File: config.mk
export PLATFORM = sky130hd
export DESIGN_NAME = fetch_queue_flat
export DESIGN_NICKNAME = d
export VERILOG_FILES = /design/src/rtl/fetch_queue_if.sv /design/src/rtl/fetch_queue.sv /design/src/flat_wrapper.sv
export SDC_FILE = /design/constraint.sdc
export NUM_CORES = 1
export LEC_CHECK = 0
export CELL_PAD_IN_SITES_DETAIL_PLACEMENT = 0
export CELL_PAD_IN_SITES_GLOBAL_PLACEMENT = 1
export CORE_MARGIN = 2
export CORE_UTILIZATION = 43
export DETAILED_ROUTE_END_ITERATION = 7
export PLACE_DENSITY_LB_ADDON = 0.1
export SKIP_CTS_REPAIR_TIMING = 1
export SYNTH_ARGS = -nofsm -noshare
export SYNTH_HDL_FRONTEND = slang
export SYNTH_SLANG_ARGS = --single-unit
File: constraint.sdc
create_clock -name clk -period 3.97 [get_ports clk]
set_clock_uncertainty 0.2 [all_clocks]
set_input_delay 0.397 -clock clk [delete_from_list [all_inputs] [get_ports clk]]
set_output_delay 0.397 -clock clk [all_outputs]
set_load 0.05 [all_outputs]
File: src/rtl/fetch_queue_if.sv
// Fetch-stage bus bundle: instruction-memory request/response plus the decode-facing valid/ready head.
// The fetch queue drives the master side; memory and decode together sit on the slave side.
interface fetch_queue_if #(
  parameter int XLEN = 32
);

  logic            imem_req;
  logic [XLEN-1:0] imem_addr;
  logic [XLEN-1:0] imem_rdata;

  logic            out_valid;
  logic            out_ready;
  logic [XLEN-1:0] out_pc;
  logic [XLEN-1:0] out_snpc;
  logic [XLEN-1:0] out_instr;

  modport master (
    output imem_req,
    output imem_addr,
    input  imem_rdata,
    output out_valid,
    input  out_ready,
    output out_pc,
    output out_snpc,
    output out_instr
  );

  modport slave (
    input  imem_req,
    input  imem_addr,
    output imem_rdata,
    input  out_valid,
    output out_ready,
    input  out_pc,
    input  out_snpc,
    input  out_instr
  );

endinterface

File: src/rtl/fetch_queue.sv
// Instruction-fetch stage: owns the fetch PC, issues sequential requests and buffers responses in a DEPTH-entry FIFO.
// Optional FETCHQ_BYPASS_EN forwards a response straight to decode when the FIFO is empty.
module fetch_queue #(
  parameter int              XLEN     = 32,
  parameter int              DEPTH    = 4,
  parameter logic [XLEN-1:0] RESET_PC = '0
) (
  input  logic                   clk,
  input  logic                   rst_n,
  input  logic                   redirect_valid,
  input  logic [XLEN-1:0]        redirect_pc,
  input  logic                   stall,
  fetch_queue_if.master          bus,
  output logic [$clog2(DEPTH):0] occupancy
);

  localparam int PTR_W = $clog2(DEPTH);
  localparam int CNT_W = PTR_W + 1;
  localparam logic [CNT_W:0] DEPTH_LIM = (CNT_W + 1)'(DEPTH);

  typedef logic [PTR_W-1:0] ptr_t;
  typedef logic [CNT_W-1:0] cnt_t;

  logic [XLEN-1:0] pc_q, pc_d;
  logic [XLEN-1:0] inflight_pc_q, inflight_pc_d;
  logic            inflight_q, inflight_d;
  ptr_t            wr_ptr_q, wr_ptr_d;
  ptr_t            rd_ptr_q, rd_ptr_d;
  cnt_t            count_q, count_d;

  logic [XLEN-1:0] ent_pc_q    [DEPTH];
  logic [XLEN-1:0] ent_snpc_q  [DEPTH];
  logic [XLEN-1:0] ent_instr_q [DEPTH];

  logic [CNT_W:0]  pending;
  logic            issue;
  logic            fifo_valid;
  logic            pop;
  logic            push;
  logic            bypass_take;

  // Outstanding work counts the in-flight response so a push can never hit a full FIFO.
  assign pending = {1'b0, count_q} + {{CNT_W{1'b0}}, inflight_q};
  assign issue   = rst_n & ~redirect_valid & ~stall & (pending < DEPTH_LIM);

  assign bus.imem_req  = issue;
  assign bus.imem_addr = pc_q;

  assign fifo_valid = rst_n & (count_q != '0);
  assign pop        = fifo_valid & bus.out_ready;
  assign occupancy  = rst_n ? count_q : '0;

`ifdef FETCHQ_BYPASS_EN
  logic bypass_hit;

  // A response discarded by a redirect must never reach decode, so redirect also blocks the bypass.
  assign bypass_hit  = rst_n & inflight_q & (count_q == '0) & ~redirect_valid;
  assign bypass_take = bypass_hit & bus.out_ready;

  always_comb begin
    bus.out_valid = fifo_valid;
    bus.out_pc    = ent_pc_q[rd_ptr_q];
    bus.out_snpc  = ent_snpc_q[rd_ptr_q];
    bus.out_instr = ent_instr_q[rd_ptr_q];
    if (bypass_hit) begin
      bus.out_valid = 1'b1;
      bus.out_pc    = inflight_pc_q;
      bus.out_snpc  = inflight_pc_q + XLEN'(4);
      bus.out_instr = bus.imem_rdata;
    end
  end
`else
  assign bypass_take = 1'b0;

  always_comb begin
    bus.out_valid = fifo_valid;
    bus.out_pc    = ent_pc_q[rd_ptr_q];
    bus.out_snpc  = ent_snpc_q[rd_ptr_q];
    bus.out_instr = ent_instr_q[rd_ptr_q];
  end
`endif

  assign push = rst_n & inflight_q & ~redirect_valid & ~bypass_take;

  always_comb begin
    pc_d          = pc_q;
    inflight_d    = 1'b0;
    inflight_pc_d = inflight_pc_q;
    wr_ptr_d      = wr_ptr_q;
    rd_ptr_d      = rd_ptr_q;
    count_d       = count_q;

    if (redirect_valid) begin
      pc_d     = redirect_pc;
      wr_ptr_d = '0;
      rd_ptr_d = '0;
      count_d  = '0;
    end else begin
      if (issue) begin
        pc_d          = pc_q + XLEN'(4);
        inflight_d    = 1'b1;
        inflight_pc_d = pc_q;
      end
      if (push) begin
        wr_ptr_d = wr_ptr_q + PTR_W'(1);
      end
      if (pop) begin
        rd_ptr_d = rd_ptr_q + PTR_W'(1);
      end
      case ({push, pop})
        2'b10:   count_d = count_q + CNT_W'(1);
        2'b01:   count_d = count_q - CNT_W'(1);
        default: count_d = count_q;
      endcase
    end
  end

  always_ff @(posedge clk) begin
    if (!rst_n) begin
      pc_q          <= RESET_PC;
      inflight_q    <= 1'b0;
      inflight_pc_q <= '0;
      wr_ptr_q      <= '0;
      rd_ptr_q      <= '0;
      count_q       <= '0;
    end else begin
      pc_q          <= pc_d;
      inflight_q    <= inflight_d;
      inflight_pc_q <= inflight_pc_d;
      wr_ptr_q      <= wr_ptr_d;
      rd_ptr_q      <= rd_ptr_d;
      count_q       <= count_d;
    end
  end

  // Entry storage needs no reset; count and pointers alone decide what is valid.
  always_ff @(posedge clk) begin
    if (push) begin
      ent_pc_q[wr_ptr_q]    <= inflight_pc_q;
      ent_snpc_q[wr_ptr_q]  <= inflight_pc_q + XLEN'(4);
      ent_instr_q[wr_ptr_q] <= bus.imem_rdata;
    end
  end

endmodule

File: src/flat_wrapper.sv
// flat-port wrapper written by rule: the top's interface ports become plain ports
module fetch_queue_flat 
#(
  parameter int              XLEN     = 32,
  parameter int              DEPTH    = 4,
  parameter logic [XLEN-1:0] RESET_PC = '0
)
  (clk, rst_n, redirect_valid, redirect_pc, stall, occupancy, bus_imem_req, bus_imem_addr, bus_imem_rdata, bus_out_valid, bus_out_ready, bus_out_pc, bus_out_snpc, bus_out_instr);
  fetch_queue_if #(.XLEN(XLEN)) bus_i ();
  input  logic clk;
  input  logic rst_n;
  input  logic redirect_valid;
  input  logic [XLEN-1:0] redirect_pc;
  input  logic stall;
  output logic [$clog2(DEPTH):0] occupancy;
  output wire logic [$bits(bus_i.imem_req)-1:0] bus_imem_req;
  output wire logic [$bits(bus_i.imem_addr)-1:0] bus_imem_addr;
  input wire logic [$bits(bus_i.imem_rdata)-1:0] bus_imem_rdata;
  output wire logic [$bits(bus_i.out_valid)-1:0] bus_out_valid;
  input wire logic [$bits(bus_i.out_ready)-1:0] bus_out_ready;
  output wire logic [$bits(bus_i.out_pc)-1:0] bus_out_pc;
  output wire logic [$bits(bus_i.out_snpc)-1:0] bus_out_snpc;
  output wire logic [$bits(bus_i.out_instr)-1:0] bus_out_instr;
  assign bus_imem_req = bus_i.imem_req;
  assign bus_imem_addr = bus_i.imem_addr;
  assign bus_i.imem_rdata = bus_imem_rdata;
  assign bus_out_valid = bus_i.out_valid;
  assign bus_i.out_ready = bus_out_ready;
  assign bus_out_pc = bus_i.out_pc;
  assign bus_out_snpc = bus_i.out_snpc;
  assign bus_out_instr = bus_i.out_instr;
  fetch_queue #(.XLEN(XLEN), .DEPTH(DEPTH), .RESET_PC(RESET_PC)) u_core (.clk(clk), .rst_n(rst_n), .redirect_valid(redirect_valid), .redirect_pc(redirect_pc), .stall(stall), .bus(bus_i), .occupancy(occupancy));
endmodule
==> metrics.cfg, run 1 <==
[run_status]
outcome=completed

[cells_and_area]
seqCellArea_sq_mm=0.01278
fin_area_sq_mm=0.02195
multi_input_area_sq_mm=0.004422
area_growth_pct=25.62
final_nets=1315
diodes=0
fillers=3153
drive_above_1_share_pct=16.94

[pwr]
p_leak_uw=0.006912
ir_drop_v=0.0002900
p_per_area_mw_per_mm2=458.4

[grt]
grt-ovfl-total=0
grt_usage_pct=18.76
grt_pass1_vias=9851
grt_pass1_wl_microns=59330
grt_antenna_before_repair=0
grt_max_degree=72

[synth]
synth_nets=1087
async_flop_share_pct=0
synth_area_leaders=edfxtp_1 (65%), mux4_2 (12%), dfxtp_1 (8.5%), nand2_1 (2.1%), a21oi_1 (1.5%)
synth_top_area_cell=edfxtp_1
synth_area_sq_mm=0.01747
ys_seq_elements=450
synthFlopType=edfxtp_1
synth_edf_count=376
ys_types=51
yosysWarningCount=0
syn_area_per_cell_sq_um=17.30
synth.yosys.seq_area_share_pct=73.10
synth_cells=1010
synthDominantCellAreaShare_pct=64.62

[setup_path]
reg2regPathDepth=5
critPathMaxFanout=15
required_ns=3.37
path_class=flop to output pin
cp-start-kind=flop
critPathArrivalTime_ns=2.86
crit_path_end_kind=output pin
reg2reg_from=u_core.inflight_pc_q[3]
ff2ff_setup_slack_ns=1.03
r2r-end=u_core.ent_snpc_q[1][31]

[place]
place_hpwl_microns=24490
placed_cell_area_sq_mm=0.02034
place_congestion=0.7990
port-buffer-count=201

[timing]
hold_slack_ns=0.1828
fmax_ghz=0.2891
setup_viol=0
period_share_pct=87.13
drv_slew=0
tns_ns=0
rsz0062_at_grt=no
post-route-min-period_ns=3.459
relSlewSlack_pct=31.18
hold_viol=0
tightest_slew_ns=1.029

[clocking]
root_buffer=clkbuf_16
clk_pin_slew_ns=0.06
clk_latency_ns=0.56
numCtsBuffers=47
htreeDepth=2
cts_sinks=450
cts_tree=yes
clockBufferDepth=3

[drt]
drc=0
drtIter0Drc=538
ant_nets=0
vias=9649
via_per_inst=5.361
firstDrtPassIters=5
wire_per_inst_microns=21.50
wirelength_microns=38700

[hold_path]
min_to=u_core.bus.imem_addr[16]
hold_depth=3
hp-start=redirect_pc[16]
hp-class=input pin to flop

[floorplanning]
die_area_sq_mm=0.04226
rows=73
initial_core_util_pct=43.77
fp.dieW_microns=205.6
core_sq_mm=0.03991
io_pins=202
fp.dieH_microns=205.6

[flow_run]
maxCapViolCount=0

## layout by cell type, fill, tap and decap left out, types with 5 or more instances in the layout
cell / n
a22oi_1: 9
nand3_1: 30
or3_1: 7
clkbuf_16: 50
edfxtp_1: 376
nor2_1: 40
dfxtp_1: 72
o21ai_0: 9
clkinv_1: 7
nor3_1: 7
a21oi_1: 52
and3_1: 15
xnor2_1: 15
a31oi_1: 10
buf_12: 12
bufinv_16: 6
clkdlybuf4s50_1: 200
buf_4: 21
inv_1: 20
ha_1: 7
xor2_1: 20
clkbuf_1: 5
and4_1: 8
mux4_2: 94
nand4_1: 10
clkinv_2: 9
nand2_1: 95
## sequential cells by signal, summed over array words and instances (netlist names), named ones only
signal	cells
u_core.inflight_pc_q	32
u_core.inflight_q	1
u_core.wr_ptr_q	2
u_core.count_q	3
u_core.rd_ptr_q	2
u_core.ent_snpc_q	126
u_core.ent_instr_q	128
u_core.ent_pc_q	122
u_core.bus.imem_addr	32
## synth_stat cells (all sizes together) (3+ instances only)
| cell | instances |
|---|---|
| nand3 | 30 |
| nor4 | 3 |
| nand4 | 11 |
| a32oi | 3 |
| buf | 18 |
| nor2b | 3 |
| and4 | 8 |
| nand2 | 96 |
| ha | 7 |
| and3 | 19 |
| nor3 | 7 |
| nor2 | 40 |
| and2 | 3 |
| o21ai | 9 |
| clkbuf | 36 |
| nor4b | 3 |
| a21oi | 52 |
| edfxtp | 376 |
| o22ai | 3 |
| o211ai | 3 |
| mux2i | 4 |
| dfxtp | 74 |
| xnor2 | 15 |
| mux4 | 94 |
| xor2 | 20 |
| inv | 21 |
| a22oi | 9 |
| a31oi | 10 |
| or3 | 7 |
| nand2b | 4 |
## metal layers
layer | part of all wire (%) | global-route usage (%) | wire [microns]
met1 | 47 | 27.23 | 18010
met3 | 5.4 | 3.231 | 2071
met2 | 46 | 28.93 | 17660
met5 | 0 | 0 | 0
met4 | 2.5 | 6.141 | 955
## report_power, final
group / total (uW) / switching [uW] / internal, uW
sequential: 5170 / 53.2 / 5110
clock: 4520 / 1780 / 2740
combinational: 376 / 223 / 153
total: 10100 / 2050 / 8010
## layout make-up
class	instances	share of cell area [%]
Sequential cell	450	58.23
Multi-Input combinational cell	485	20.15
Timing Repair Buffer	233	10.93
Clock buffer	59	6.009
Tap cell	525	2.993
Clock inverter	27	1.328
Inverter	21	0.3592
## worst max path at each step
| stage | end | slack, ns | cells past startpoint |
|---|---|---|---|
| 2_1_floorplan | u_core.ent_instr_q[0][0] | 0.17 | 4 |
| 3_3_place_gp | u_core.bus.imem_addr[21] | 0.77 | 7 |
| 3_5_place_dp | u_core.bus.imem_addr[23] | 0.74 | 7 |
| 4_1_cts | bus_out_pc[11] | 0.41 | 3 |
| 5_1_grt | bus_out_pc[11] | 0.35 | 3 |
| 6_report | bus_out_pc[11] | 0.51 | 3 |
## cell families after synthesis
kind of cell / after synthesis / synth area share, %
fa+ha+maj: 8 / 0.6159
simple gates: 240 / 6.810
compound gates: 102 / 3.523
mux: 100 / 12.47
xor+xnor: 35 / 1.755
buf+inv: 75 / 1.719
flops: 450 / 73.10
## worst max-delay path: stages (launching register included)
cell             delay [ns]
dfxtp_4                0.58
buf_4                  0.39
mux4_2                 0.56
clkdlybuf4s50_1        0.76
## per-stage QoR
step	total power [uW]	utilization (%)	cells	setup WS, ns
2_1_floorplan	5450	-	1010	0.1729
3_3_place_gp	5643	50.95	1714	0.7679
3_5_place_dp	5646	50.95	1714	0.7415
4_1_cts	10190	54.99	1800	0.4112
5_1_grt	10370	54.99	1800	0.3493
6_report	10060	54.99	1800	0.5109
Power figures use the tool's default switching activity.
==> inputs of run 2 (changes only) <==
--- a/config.mk
+++ b/config.mk
@@ -7,9 +7,10 @@
 export LEC_CHECK = 0
 export CELL_PAD_IN_SITES_DETAIL_PLACEMENT = 0
 export CELL_PAD_IN_SITES_GLOBAL_PLACEMENT = 1
-export CORE_MARGIN = 2
-export CORE_UTILIZATION = 43
+export CORE_MARGIN = 5
+export CORE_UTILIZATION = 46
 export DETAILED_ROUTE_END_ITERATION = 7
+export DONT_BUFFER_PORTS = 1
 export PLACE_DENSITY_LB_ADDON = 0.1
 export SKIP_CTS_REPAIR_TIMING = 1
 export SYNTH_ARGS = -nofsm -noshare
==> constraint.sdc (replaced) <==
create_clock -name clk -period 3.25 [get_ports clk]
set_clock_uncertainty 0.2 [all_clocks]
set_input_delay 0.325 -clock clk [delete_from_list [all_inputs] [get_ports clk]]
set_output_delay 0.325 -clock clk [all_outputs]
set_load 0.05 [all_outputs]
==> run 2 against run 1 <==
The flow now finishes with violations (hold timing). Sequential power increased by 22%. Setup slack got worse by 0.13 ns. Non-clock buffer count decreased by 97. Clock power increased by 18%. Power increased by 20%. Sequential cell count unchanged. Highest routed layer unchanged. Die area decreased by 0.67%. Final cell count decreased by 6.3%.
==> metrics.cfg, run 2 (same netlist as run 1, synthesis figures left out) <==
[run_status]
outcome=complete, but fails checks
violations=hold timing

[cells_and_area]
layout_commonest_cell=edfxtp_1
fin_cells=1687
diodes=0
top_register=u_core.ent_instr_q
final_nets=1217
largest_reg_flops=128
reg_top3=u_core.ent_instr_q: 128 flops, u_core.ent_snpc_q: 126 flops, u_core.ent_pc_q: 122 flops
final_cell_mix=edfxtp_1 (376), nand2_1 (95), mux4_2 (94)
drive_above_1_share_pct=19.64
area_growth_pct=19.39
fillers=2984

[setup_path]
critPathArrivalTime_ns=3.17
critPathMaxFanout=14
crit_path_end_kind=flop
required_ns=3.56
cp_cell_sequence=nand3_1, nand2_2, inv_2, nor2_1, a22oi_1, a21oi_1, dlygate4sd3_1
crit_family=simple AND/OR/NAND/NOR gates
slowest_delay_ns=0.81
path_class=flop to flop
cp.buffers_inverters=2
slowest_stage=nor2_1
cp-start-kind=flop

[floorplanning]
fp.dieW_microns=204.9
fp.dieH_microns=204.9
io_pins=202
rows=71
core_sq_mm=0.03758
die_area_sq_mm=0.04198
initial_core_util_pct=46.50

[timing]
rsz0062_at_grt=no
period_share_pct=88.19
setup_viol=0
relSlewSlack_pct=29.10
fmax_ghz=0.3489
tightest_slew_ns=1.060
hold_viol=6
post-route-min-period_ns=2.866
hold_slack_ns=-0.02398
tns_ns=0
drv_slew=0

[drt]
wirelength_microns=39450
ant_nets=0
drc=0
firstDrtPassIters=5
drtIter0Drc=602
vias=9228
via_per_inst=5.470
wire_per_inst_microns=23.38

[clocking]
htreeDepth=2
root_buffer=clkbuf_16
cts_sinks=450
clk_latency_ns=0.56
clk_pin_slew_ns=0.06
cts_tree=yes
clockBufferDepth=3
numCtsBuffers=46

[pwr]
p_per_area_mw_per_mm2=578.6
ir_drop_v=0.0003108
p_leak_uw=0.006558

[place]
place_hpwl_microns=25180
dp.cells=1521
port-buffer-count=0
place_congestion=0.7663

[grt]
grt-ovfl-total=0
grt_pass1_vias=9202
grt_max_degree=59
grt_usage_pct=18.65
grt_antenna_before_repair=0
grt_pass1_wl_microns=58910

[hold_path]
hp-class=input pin to flop

[flow_run]
maxCapViolCount=0

run 2: cell count changes in the layout (fill, tap and decap cells not counted), moves of 3 or more:
| cell | change |
|---|---|
| clkdlybuf4s50_1 | -200 |
| dlygate4sd3_1 | +81 |
| buf_4 | +19 |
| clkbuf_1 | +9 |
| buf_12 | +3 |
| clkbuf_16 | -3 |
| clkinv_1 | -3 |
| clkinvlp_4 | -3 |
run 2: through the flow:
stage / area, sq um / worst slack [ns] / total power (uW) / util [%]
floorplan: 17480 / 0.5802 / 6656 / -
global placement: 18500 / 0.6276 / 6743 / 49.23
detailed placement: 18500 / 0.5636 / 6745 / 49.23
CTS: 20030 / 0.3530 / 12100 / 53.30
global route: 20860 / 0.1211 / 12510 / 55.51
finish: 20860 / 0.3840 / 12070 / 55.51
run 2: metal layers:
| layer | routed length [microns] | up-vias | share of wire [%] | global-route usage (%) |
|---|---|---|---|---|
| met5 | 0 | - | 0 | 0 |
| met4 | 621 | 0 | 1.6 | 4.043 |
| met3 | 2795 | 40 | 7.1 | 6.680 |
| met2 | 18440 | 243 | 47 | 28.61 |
| met1 | 17590 | 4704 | 45 | 26.06 |
| li1 | - | 4241 | - | - |
run 2: final timing paths:
check / start / endpoint / slack (ns) / cells after the start
setup / recovery: u_core.inflight_q / u_core.bus.imem_addr[24] / 0.38 / 7
hold / removal: bus_out_ready / u_core.rd_ptr_q[0] / -0.02 / 3
setup reg to reg: u_core.inflight_q / u_core.bus.imem_addr[24] / 0.38 / 7
hold reg to reg: u_core.inflight_pc_q[1] / u_core.inflight_pc_q[1] / 0.33 / 2
run 2: cell type report:
| type | instances | area [sq um] | area share [%] |
|---|---|---|---|
| clock inverter | 19 | 244.0 | 1.170 |
| inverter | 21 | 78.83 | 0.3779 |
| tap | 511 | 639.4 | 3.065 |
| sequential | 450 | 12780 | 61.27 |
| clock buffer | 65 | 1284 | 6.154 |
| multi-input combinational | 485 | 4422 | 21.20 |
| timing repair buffer | 136 | 1411 | 6.766 |
run 2: worst register-to-register path, stage by stage, from the launching register on:
cell           delay, ns
dfxtp_1             0.52
nand3_1             0.16
nand2_2             0.11
inv_2               0.10
nor2_1              0.81
a22oi_1             0.16
a21oi_1             0.19
dlygate4sd3_1       0.55
run 2: power breakdown:
| group | internal [uW] | switching (uW) |
|---|---|---|
| Clock | 3220 | 2110 |
| Combinational | 149 | 278 |
| Sequential | 6250 | 56.5 |
==> inputs of run 3 (changes only) <==
--- a/config.mk
+++ b/config.mk
@@ -12,7 +12,9 @@
 export DETAILED_ROUTE_END_ITERATION = 7
 export DONT_BUFFER_PORTS = 1
 export PLACE_DENSITY_LB_ADDON = 0.1
+export SETUP_SLACK_MARGIN = 0.1
 export SKIP_CTS_REPAIR_TIMING = 1
+export SLEW_MARGIN = 15
 export SYNTH_ARGS = -nofsm -noshare
 export SYNTH_HDL_FRONTEND = slang
 export SYNTH_SLANG_ARGS = --single-unit
==> results of run 3 <==
No change in the layout: final DEF, timing and power equal those of run 2.
